===== config.mk =====
export PLATFORM = sky130hd
export DESIGN_NAME = rand_collect
export DESIGN_NICKNAME = d
export VERILOG_FILES = /design/src/rtl/rand_collect.sv
export SDC_FILE = /design/constraint.sdc
export NUM_CORES = 1
export LEC_CHECK = 0
export ABC_CLOCK_PERIOD_IN_PS = 3900
export CORE_ASPECT_RATIO = 1.4
export CORE_MARGIN = 2
export CORE_UTILIZATION = 40
export DETAILED_ROUTE_END_ITERATION = 10
export PLACE_DENSITY = 0.63
export SLEW_MARGIN = 20
export SYNTH_ARGS = -nofsm -noshare
export SYNTH_HDL_FRONTEND = slang
export SYNTH_SLANG_ARGS = --single-unit

===== constraint.sdc =====
create_clock -name clk -period 3.9 [get_ports clk]
set_input_delay 0.39 -clock clk [delete_from_list [all_inputs] [get_ports clk]]
set_output_delay 0.39 -clock clk [all_outputs]
set_load 0.02 [all_outputs]

===== src/rtl/rand_collect.sv =====
// rand_collect: buffers an unthrottled random-word stream in a small FIFO and
// reports XOR checksum, unsigned max and drop flag for every BATCH input words.
module rand_collect #(
   parameter int DEPTH = 4,
   parameter int BATCH = 256
) (
   input  logic        clk,
   input  logic        rst_n,
   input  logic        in_valid,
   input  logic [31:0] in_data,
   input  logic        out_ready,
   output logic        out_valid,
   output logic [31:0] out_data,
   output logic        rep_valid,
   output logic [31:0] rep_checksum,
   output logic [31:0] rep_max,
   output logic        rep_ovf
);
   localparam int AW = $clog2(DEPTH);
   localparam int CW = $clog2(BATCH) + 1;
   localparam logic [AW:0] FULL = (AW + 1)'(DEPTH);
   typedef enum logic [1:0] {IDLE, COLLECT, REPORT} state_t;
   logic [31:0] mem [DEPTH];
   logic [AW-1:0] wr_ptr, rd_ptr;
   logic [AW:0] count;
   logic push, pop, drop;
   state_t state, state_d;
   logic [CW-1:0] cnt, cnt_d;
   logic [31:0] chk, chk_d, mx, mx_d;
   logic ovf, ovf_d, fresh, clr, last;
   assign out_valid = count != '0;
   assign out_data = mem[rd_ptr];
   assign pop = out_valid && out_ready;
   assign push = in_valid && (count != FULL || pop);
   assign drop = in_valid && !push;
   assign rep_valid = state == REPORT;
   always_ff @(posedge clk)
      if (push) mem[wr_ptr] <= in_data;
   always_ff @(posedge clk) begin
      if (!rst_n) begin
         wr_ptr <= '0;
         rd_ptr <= '0;
         count <= '0;
      end else begin
         wr_ptr <= wr_ptr + AW'(push);
         rd_ptr <= rd_ptr + AW'(pop);
         count <= count + (AW + 1)'(push) - (AW + 1)'(pop);
      end
   end
   // A batch starts on any word seen outside COLLECT; dropped words still count.
   always_comb begin
      fresh = in_valid && state != COLLECT;
      clr = !in_valid && state == REPORT;
      last = in_valid && (fresh ? (BATCH == 1) : (cnt == CW'(BATCH - 1)));
      cnt_d = clr ? '0 : fresh ? CW'(1) : cnt + CW'(in_valid);
      chk_d = clr ? '0 : fresh ? in_data : in_valid ? chk ^ in_data : chk;
      mx_d = clr ? '0 : (fresh || (in_valid && in_data > mx)) ? in_data : mx;
      ovf_d = clr ? 1'b0 : fresh ? drop : ovf | drop;
      state_d = last ? REPORT : in_valid ? COLLECT : clr ? IDLE : state;
   end
   always_ff @(posedge clk) state <= !rst_n ? IDLE : state_d;
   always_ff @(posedge clk) begin
      if (!rst_n) begin
         cnt <= '0;
         chk <= '0;
         mx <= '0;
         ovf <= 1'b0;
         rep_checksum <= '0;
         rep_max <= '0;
         rep_ovf <= 1'b0;
      end else begin
         cnt <= cnt_d;
         chk <= chk_d;
         mx <= mx_d;
         ovf <= ovf_d;
         if (last) begin
            rep_checksum <= chk_d;
            rep_max <= mx_d;
            rep_ovf <= ovf_d;
         end
      end
   end
endmodule


Word-level counts from Yosys, hierarchy flattened
Memory sizes are Yosys's and may differ from the RTL's. A register that Yosys moved wholly into a read port is not among the register bits.
Cells that the tools add are included.
{ "word_totals": {"mem_bits_rw": 128, "out_inout_bits": 99, "in_bits": 36, "n_memories": 1, "regBits": 148, "wordCells": 59} }
{ "memory_table": {"columns": ["name", "words", "width", "read_ports", "rd_ports_with_merged_regs", "write_ports", "line", "source"], "rows": [
  ["mem", 4, 32, 1, 1, 1, "23", "logic [31:0] mem [DEPTH];"]
]} }
{ "classes": {"n_reduce_logical": 17, "addsub": 5, "n_lt_le_gt_ge": 1, "n_mux": 15, "n_eq_ne": 4, "bitwise_logic": 3} }
{ "op_table": {"columns": ["op", "count"], "rows": [
  ["$mux W32", 5],
  ["$gt A32 B32 Y1", 1],
  ["$xor A32 B32 Y32", 1],
  ["$add A9 B1 Y9", 1],
  ["$eq A9 B8 Y1 const B", 1],
  ["$mux W2", 4],
  ["$logic_and A1 B1 Y1", 7],
  ["$mux W1", 6],
  ["$reduce_bool A3 Y1", 2],
  ["$add A2 B1 Y2", 2],
  ["$reduce_or A2 Y1", 2],
  ["$add A3 B1 Y3", 1],
  ["$ne A3 B3 Y1 const B", 1],
  ["$reduce_or A3 Y1", 1],
  ["$sub A3 B1 Y3", 1],
  ["$eq A2 B2 Y1 const B", 1],
  ["$logic_not A1 Y1", 2],
  ["$logic_or A1 B1 Y1", 2],
  ["$ne A2 B1 Y1 const B", 1],
  ["$reduce_bool A2 Y1", 1],
  ["$not A1 Y1", 1],
  ["$or A1 B1 Y1", 1]
]} }

Logic depth before layout (Yosys ltp)
Gate-level depths: netlist of the first run.
{ "logic_depth": {"depth_word": 9, "depth_mapped": 10, "mapped_depth_nobuf": 10} }

Worst setup path before layout of the first run
No wires, ideal clock.
{ "synth_timing": {"path_kind": "input-to-reg", "from": "input in_valid", "to": "memory mem[0][0] (enable)", "t_arrival_ns": 3.018, "t_required_ns": 3.439, "stages": 3, "slack_ns": 0.421, "setup_time_ns": 0.461, "path_buffers": 1, "path_cell_list": "clkbuf_1 nand2b_1 nor3_1"} }
{ "synth_between": {"elab_chain_len": 3} }
{ "synth_lines": {"columns": ["item", "line", "source"], "rows": [
  ["start, declared", "9", "input logic in_valid,"],
  ["$logic_and A1 B1 Y1", "34", "assign push = in_valid && (count != FULL || pop);"],
  ["$mux W1", "38", "if (push) mem[wr_ptr] <= in_data;"],
  ["$mux W1 (implied by the code)", "38", null],
  ["end, declared", "23", null]
]} }
No other way between the ends.

Worst setup path in the final report of the first run
{ "layout_timing": {"from": "register mx[11]", "to": "register rep_max[6]"} }
{ "layout_between": {"elab_chain_len": 5} }
{ "layout_lines": {"columns": ["item", "line", "source"], "rows": [
  ["start, declared", "29", "logic [31:0] chk, chk_d, mx, mx_d;"],
  ["start signal, assigned", "74", "mx <= mx_d;"],
  ["$gt A32 B32 Y1", "57", "mx_d = clr ? '0 : (fresh || (in_valid && in_data > mx)) ? in_data : mx;"],
  ["$logic_and A1 B1 Y1", "57", null],
  ["$logic_or A1 B1 Y1", "57", null],
  ["$mux W32 (2 in a row)", "57", null],
  ["end signal, assigned", "78", "rep_max <= mx_d;"],
  ["end, declared", "16", "output logic [31:0] rep_max,"]
]} }
No other way between the ends.
A chain may end at the register's enable or synchronous reset.

==> results of run 1 <==
worst min-delay path, stage by stage:
cell,delay (ns)
sky130_fd_sc_hd__buf_2,0.29
sky130_fd_sc_hd__nor2_1,0.20
sky130_fd_sc_hd__nor2b_1,0.06
layer usage:
layer / part of all wire, % / routed length (um) / up-vias
li1: - / - / 3617
met1: 46 / 12100 / 3591
met2: 48 / 12400 / 166
met3: 4.4 / 1150 / 32
met4: 1.8 / 463 / 0
met5: 0 / 0 / -
stage by stage:
stage | hold slack, ns | total power, mW | utilization [%] | setup slack, ns | cell area [um^2]
global route | 0.482 | 7.49 | 50.7 | 0.527 | 13900
finish | 0.455 | 7.20 | 50.7 | 0.757 | 13900
floorplan | 0.459 | 4.22 | - | 0.421 | 11100
global placement | 0.466 | 4.82 | 47.7 | 0.454 | 13100
CTS | 0.425 | 7.28 | 50.7 | 0.757 | 13900
detailed placement | 0.471 | 4.83 | 47.7 | 0.360 | 13100
placed cells by master (no fill, tap or decap), types with 2 or more instances in the layout:
cell                              instances
sky130_fd_sc_hd__a22oi_1                  3
sky130_fd_sc_hd__nor2_2                   3
sky130_fd_sc_hd__nand4_1                  9
sky130_fd_sc_hd__clkbuf_8                 2
sky130_fd_sc_hd__bufinv_16                2
sky130_fd_sc_hd__nand2b_1                 2
sky130_fd_sc_hd__buf_4                   47
sky130_fd_sc_hd__dfxtp_1                147
sky130_fd_sc_hd__clkinvlp_4               2
sky130_fd_sc_hd__nor4_1                   4
sky130_fd_sc_hd__nor2b_1                  5
sky130_fd_sc_hd__a21o_1                   2
sky130_fd_sc_hd__ha_1                    38
sky130_fd_sc_hd__clkinv_2                 5
sky130_fd_sc_hd__o21ai_0                 65
sky130_fd_sc_hd__o22a_1                  34
sky130_fd_sc_hd__xnor2_1                  3
sky130_fd_sc_hd__nor2_1                  43
sky130_fd_sc_hd__a221o_1                 32
sky130_fd_sc_hd__clkinv_1                 3
sky130_fd_sc_hd__nand2_1                 81
sky130_fd_sc_hd__xor2_1                   8
sky130_fd_sc_hd__clkbuf_16               26
sky130_fd_sc_hd__clkbuf_1                 2
sky130_fd_sc_hd__and2_1                  30
sky130_fd_sc_hd__edfxtp_1               128
sky130_fd_sc_hd__inv_1                   37
sky130_fd_sc_hd__a32oi_1                 32
sky130_fd_sc_hd__and3_1                   4
sky130_fd_sc_hd__clkdlybuf4s50_1        133
sky130_fd_sc_hd__and2_0                   9
sky130_fd_sc_hd__buf_12                   4
sky130_fd_sc_hd__a21oi_1                 14
sky130_fd_sc_hd__nand3_1                 39
sky130_fd_sc_hd__mux4_2                  32
area by class of cell:
type / count / area, um^2
inverter: 37 / 139
clock buffer: 30 / 686
clock inverter: 15 / 134
antenna: 1 / 2.50
tap: 370 / 463
multi-input combinational: 512 / 3920
sequential: 276 / 6810
fill: 2413 / 13600
timing repair buffer: 185 / 1770
power groups by stage:
stage               clock network [mW]  registers (mW)  logic, mW
floorplan                            0            3.34      0.879
global placement                     0            3.38       1.43
detailed placement                   0            3.39       1.44
CTS                               2.51            3.32       1.45
global route                      2.61            3.34       1.54
finish                            2.45            3.32       1.42
state kept, by name (all words and copies together) (netlist names):
signal and flops:
rep_max 32, ovf 1, count 3, rd_ptr 2
rep_checksum 32, wr_ptr 2, cnt 9, mx 32
state 2, rep_ovf 1, mem 128, chk 32
final timing paths:
| path | end | slack, ns | depth (start not counted) |
|---|---|---|---|
| setup / recovery | rep_max[6] | 0.76 | 9 |
| hold / removal | state[0] | 0.45 | 3 |
| setup reg to reg | rep_max[6] | 0.76 | 9 |
| hold reg to reg | rep_checksum[9] | 0.48 | 1 |
cell families (layout without fill, tap and decap cells):
family	after synthesis	after routing	synth area share (%)
xor+xnor	11	11	0.869
fa+ha+maj	39	39	4.47
flops	276	276	61.4
compound gates	189	189	12.7
buf+inv	93	267	3.45
other cells	0	1	0
simple gates	240	240	10.5
mux	33	33	6.59
==> impl.org, run 1 <==
** Worst setup path
- The critical path is of the flip-flop to flip-flop type.
- At the worst endpoint, the arrival time is 3.62 ns.
- The kind of cell with the highest combined delay along the critical path is simple AND/OR/NAND/NOR gates.
- The slowest stage of the critical path is the sky130_fd_sc_hd__nor2_2 cell.
- Req. time, crit path :: 4.37 ns
- STA classifies the critical path startpoint as a flip-flop.
- Of all nets on the critical path, the largest fanout is 20.
- CP peak stage delay :: about 0.70 ns
- The startpoint identified for the worst register-to-register timing path is mx[11].
- Bufs and invs on worst path :: 2
- CP Capture Type :: flip-flop
- In this run the worst setup path begins at mx[11].
- Cells along the critical path :: inv_1, ha_1, nand4_1, a2111oi_0, or4_4, a22oi_1, nor2_2, buf_4, a221o_1

** Detailed routing
- Routed Wire Length :: 26200 um
- After detailed routing, the number of remaining DRC violations is 0.
- Dividing the detail-routed via count by the number of cells gives 5.19.
- After the first detailed-routing iteration, the DRC count stood at a little under 500.
- Number of nets with antenna violations after detailed routing :: 0
- The final route contains 7406 vias.
- Detailed-routing iteration count for the pre-antenna-repair pass :: 5
- Average wire length per cell after detail routing :: roughly 18 um

** GRT
- Entering global routing, the biggest net connects 66 pins.
- Global-route met2 utilization :: around 29%
- Initial antenna violation count :: 1
- Most congested layer reported by global routing :: met2
- Met3 GRT Util :: 2.08%
- Global-route wire length before repair :: between 40000 and 50000 um
- For this run the aggregate overflow at the end of global routing stands at 0.
- Global routing used between 10% and 20% of the available tracks.
- The via count of the first global-routing pass came to between 7000 and 8000.
- In the global route stage, met1 resource usage came out at 26.4%.

** Layout
- In the final design database the tool counted 1112 nets.
- Final standard cell count with taps included and fillers excluded :: 1426
- In the final layout, the share of cells above drive strength 1 is 13.0%.
- Compared with the post-synthesis result, the final layout area differs by 25.6%.

** Outcome
- Status :: complete, no violations

** Logic synthesis
- Post-synthesis instance area :: between 0.01 and 0.015 mm^2
- A synthesized cell averages 12.6 um^2.
- Register area share after synthesis :: between 60% and 70%
- During synthesis, Yosys emitted a total of 0 warnings.
- Top-count cell post-synth :: sky130_fd_sc_hd__dfxtp_1
- Number of synthesized flops with an enable pin :: 128
- Most used standard cells in the synthesized netlist :: sky130_fd_sc_hd__dfxtp_1 (148), sky130_fd_sc_hd__edfxtp_1 (128), sky130_fd_sc_hd__nand2_1 (81)
- Primary flip-flop cell chosen by synthesis mapping :: sky130_fd_sc_hd__dfxtp_1
- Number of cells produced by synthesis :: 881
- Cell variety after synth :: 44
- Counting flops and latches in the post-synthesis netlist gives between 200 and 300.
- Ranked by total cell area, the synthesized netlist is headed by sky130_fd_sc_hd__edfxtp_1 (35%), sky130_fd_sc_hd__dfxtp_1 (27%), sky130_fd_sc_hd__mux4_2 (6.5%).
- The number of nets in the synthesized netlist is 956.
- After synthesis, the largest area contributor takes up 34.7% of total cell area.
- Dominant cell type by area after synthesis :: sky130_fd_sc_hd__edfxtp_1
- Proportion of register bits with asynchronous set or reset after synthesis :: 0%

** Power
- The internal portion of the total power is 5.30 mW.
- VDD IR max :: 278 uV
- The analysis attributes to net switching a power of 1.90 mW.
- Summed over all cells, the static leakage comes to a little over 5 nW.
- Switching part of the total :: 26.4%
- Per report_power, the sequential group accounts for 46.2% of the total.
- The share of total power dissipated in the clock network is between 30% and 40%.
- For this design the ratio of total power to cell area is slightly above 500 mW/mm^2.
- Per report_power, the combinational group accounts for a little under 20% of the total.

** Floorplanning
- Die area :: 0.0291 mm^2
- Horizontal die dimension :: 145 um
- For this design the top-level I/O count stands at 135.
- Row count :: a little over 70
- The floorplan step defined a core boundary enclosing ~0.027 mm^2.
- Initial core utilization :: about two fifths
- Chip height :: about 200 um

** Clocking
- Hold repair after CTS inserted 0 buffers.
- Clk buf depth :: 3
- CTS built an H-tree with a depth of 1.
- CTS tree :: done
- Post-cts gate resize count :: 0
- Once the clock tree was built, the setup fixing pass inserted 0 buffers.
- After clock tree synthesis, the clock-pin slew on the worst setup and hold paths is 0.07 ns.
- Clock tree synthesis selected as its root buffer the cell sky130_fd_sc_hd__clkbuf_16.
- At the later pin of the worst-skew pair, clock insertion delay measures ~0.53 ns.
- CTS saw 276 sinks.
- The number of clock buffers added by TritonCTS is 25.

** Worst hold path
- Hold_sp :: in_valid
- Tightest Hold Check Type :: input port to flip-flop

** Timing
- Setup violations remaining at the end of the flow were counted as 0.
- Slew Viols, Final :: 0
- Final min period :: 3.14 ns
- Max Fclk :: around 320 MHz
- After layout, the worst path uses roughly 80% of the clock period.
- Final Hold Violating Endpoints :: 0
- Headroom to the max-slew limit came out at 40.8%.
- RSZ-0062 raised after global routing :: no
- Actual slew at the worst max-slew pin :: a little under 0.9 ns
- Worst-case clock skew :: 0.0242 ns
- For the final routed database, the setup TNS stands at 0 ns.

** Placement
- IO Port Bufs :: between 100 and 150
- Summed over all nets, the half-perimeter wirelength after detailed placement is 17900 um.
- Final estimated routing congestion in global placement :: between 0.8 and 0.9
- The number of placed instances, taps included, is 1380.

** Flow run
- The tool flagged a number of max-cap violations equal to 0.
No activity file was read; power rests on OpenSTA's default activity.
==> inputs of run 2 (changes only) <==
Settings changed: ABC_CLOCK_PERIOD_IN_PS 3900 to 3250.
Clock period 3.9 ns to 3.25 ns, I/O delays scaled along.
==> impl.org, run 2 (synthesis gave the netlist of run 1 again) <==
** Timing
- The clock skew after layout came to 0.0151 ns (-0.00914 ns).
- Final-layout worst hold slack :: 0.371 ns (-0.0842 ns)
- Actual slew at the worst max-slew pin :: 0.634 ns (-0.253 ns)
- TNS Setup :: 0 ns (unchanged)
- The final count of pins violating max slew was 0 (unchanged).
- After layout, the minimum clock period comes to 2.80 ns.
- The final worst slack was 0.451 ns (-0.306 ns).
- The total of endpoints with negative setup slack in the final report came to 0 (unchanged).
- Max Fclk :: 357 MHz
- RSZ-0062 raised after global routing :: no
- Part of the cycle the worst path needs :: a little under nine tenths
- Slew Limit Headroom :: 57.7% (+17 points)
- Final Hold Violating Endpoints :: 0 (unchanged)

** Clocking
- Post-cts gate resize count :: 0 (unchanged)
- The H-tree depth is 1 (unchanged).
- The number of hold buffers added after cts came to 0 (unchanged).
- The total clock sinks is 276 (unchanged).
- Later-pin clock latency in the skew report :: 0.51 ns (-0.02 ns)
- The number of CTS-inserted buffers came to 25 (unchanged).
- CTS tree :: done
- Clk buf depth :: 3 (unchanged)
- The root buffer cell chosen for the clock tree is sky130_fd_sc_hd__clkbuf_16.
- Clock Pin Slew Worst Setup and Hold Paths :: 0.07 ns (about the same)
- Post-CTS setup repair buffer count :: 0 (unchanged)

** Placement
- The worst setup slack after placement is 0.0907 ns (-0.269 ns).
- The routability-driven placement congestion ratio came to 0.808 (-3.3%).
- Half-perimeter wire length of the detailed placement result :: 18200 um (+1.5%)
- IO Port Bufs :: 134 (unchanged)
- The number of placed instances with taps included was 1383 (+0.22%).

** Worst setup path
- STA classifies the critical path endpoint as an output port.
- Critical Path Start Type :: flip-flop
- CP peak stage delay :: 0.60 ns (-0.10 ns)
- Req. time, crit path :: 2.92 ns (-1.45 ns)
- On the critical path the largest part of the delay comes from buffers and inverters.
- Startpoint of the worst register-to-register path :: mx[10]
- Crit Path Max Fanout :: 12 (-40%)
- The setup path with the least slack is of type flip-flop to output port.
- The signal on the critical path passes through buf_12, mux4_2, clkdlybuf4s50_1.
- The endpoint identified for the worst register-to-register timing path is rep_max[0].
- The number of cells on the worst reg-to-reg path is 9 (unchanged).
- For this design, the slowest cell found on the critical path is sky130_fd_sc_hd__dfxtp_2.
- The number of buffers and inverters on the critical path came to 2 (unchanged).
- Register-to-register setup slack :: 0.56 ns (-0.20 ns)
- Signal arrival time at the worst endpoint :: 2.47 ns (-1.15 ns)

** Outcome
- The run finished with clean final reports.

** Layout
- The area growth from synthesis to layout is 26.3%.
- The final cell count without fillers came to 1428 (+0.14%).
- Most common cell after layout, fill and taps aside :: sky130_fd_sc_hd__dfxtp_1
- Final layout net count :: 1115 (+0.27%)
- Most flops, register :: mem
- Most frequent cells in the layout :: sky130_fd_sc_hd__dfxtp_1 (147), sky130_fd_sc_hd__clkdlybuf4s50_1 (133), sky130_fd_sc_hd__edfxtp_1 (128)
- Number of diodes :: 0 (-1)
- The fraction of layout instances using a drive strength above 1 is 13.1% (+0.15 points).
- The number of flip-flops under the largest register name came to 128 (unchanged).
- Fill cell total of the finished layout :: 2368 (-1.9%)

** Power
- Clock group share of total power :: 34.3% (+0.3 points)
- Switching part of the total :: 25.8% (-0.63 points)
- The leakage power figure is 5.13 nW (+0.58%).
- The power density relative to cell area is 621 mW/mm^2 (+20%).
- The sequential group share of total power is 45.9% (-0.3 points).
- The switching power of the nets was 2.24 mW (+18%).
- Combinational cell fraction of total power :: 19.8% (about the same)
- The worst voltage drop across the vdd grid was 311 uV (+12%).
- The overall power of the completed layout is 8.69 mW (+21%).
- Pint :: 6.45 mW (+22%)

** Floorplanning
- Initial core utilization :: 40.3% (unchanged)
- The floorplan core area came to 0.0275 mm^2 (unchanged).
- Chip height :: 201 um (unchanged)
- Die area :: 0.0291 mm^2 (unchanged)
- Number of top-level pins :: 135 (unchanged)
- The chip width came to 145 um (unchanged).
- The total number of placement rows was 72 (unchanged).

** Detailed routing
- The sum of routed wire length over all layers came to 25800 um (-1.3%).
- The final routed DRC violation total came to 0 (unchanged).
- Average wire length per cell after detail routing :: 18.1 um (-1.4%)
- Number of nets with antenna violations after detailed routing :: 0 (unchanged)
- Detailed-routing iteration count for the pre-antenna-repair pass :: 7 (+2)
- Via-per-instance ratio :: 5.18 (-0.30%)
- Initial DRC count :: 477 (-1.4%)
- The via count of the routed design came to 7394 (-0.16%).

** GRT
- Global-route wire length before repair :: 40600 um (-2.2%)
- The total track usage came to 17.8% (-0.44 points).
- Via count of the first global-routing pass :: 7149 (-3.0%)
- The total congestion overflow after global routing was 0 (unchanged).
- Pin count of the biggest net entering global routing :: 66 (unchanged)
- The initial antenna violation count is 0 (-1).

** Worst hold path
- The tightest min-delay check is of the input port to flip-flop type.
- The path with the worst hold slack has its endpoint at state[0].
- Number of cells traversed by the worst hold path :: 3 (unchanged)
- Hold_sp :: in_valid

** Flow run
- Max capacitance violation total :: 0 (unchanged)
run 2: layout make-up:
| type | count | area, um^2 | area share (%) |
|---|---|---|---|
| tap | 370 | 463 | 3.31 |
| sequential | 276 | 6810 | 48.6 |
| inverter | 37 | 139 | 0.992 |
| timing repair buffer | 188 | 1830 | 13.1 |
| multi-input combinational | 512 | 3930 | 28.0 |
| clock buffer | 33 | 696 | 4.97 |
| clock inverter | 12 | 140 | 1.00 |
run 2: worst max-delay path by stage:
stage / from / end / cells after the start
finish: rd_ptr[0] / out_data[2] / 3
CTS: rd_ptr[0] / out_data[2] / 3
global placement: in_data[31] / rep_max[6] / 11
detailed placement: in_data[31] / rep_max[0] / 11
floorplan: in_valid / mem[1][0] / 5
global route: rd_ptr[0] / out_data[19] / 3
run 2: through the flow:
| step | util (%) | cell area [um^2] |
|---|---|---|
| final | 51.0 | 14000 |
| after global routing | 51.0 | 14000 |
| after CTS | 51.0 | 14000 |
| after detailed placement | 47.9 | 13200 |
| after global placement | 47.9 | 13200 |
| after floorplan | - | 11100 |
run 2: layer usage:
| metal | GRT usage (%) | up-vias | part of all wire, % |
|---|---|---|---|
| met4 | 4.06 | 0 | 1.8 |
| li1 | - | 3622 | - |
| met2 | 28.7 | 153 | 47 |
| met1 | 25.6 | 3585 | 47 |
| met3 | 2.36 | 34 | 4.3 |
| met5 | 0 | - | 0 |
run 2: worst reg2reg max path, delay by kind of cell, from the launching register on:
family,cells,cell delay [ns]
and+or+nand+nor,3,0.74
DFF,1,0.38
buffers and inverters,2,0.22
AOI/OAI and AO/OA,3,0.95
adders and majority gates,1,0.29
run 2: power by group through the flow:
| stage | Clock, mW | Combinational, mW | Sequential (mW) |
|---|---|---|---|
| finish | 2.98 | 1.73 | 3.99 |
| global route | 3.17 | 1.88 | 4.02 |
| CTS | 3.05 | 1.76 | 3.99 |
| detailed placement | 0 | 1.75 | 4.07 |
| global placement | 0 | 1.74 | 4.06 |
| floorplan | 0 | 1.06 | 4.01 |
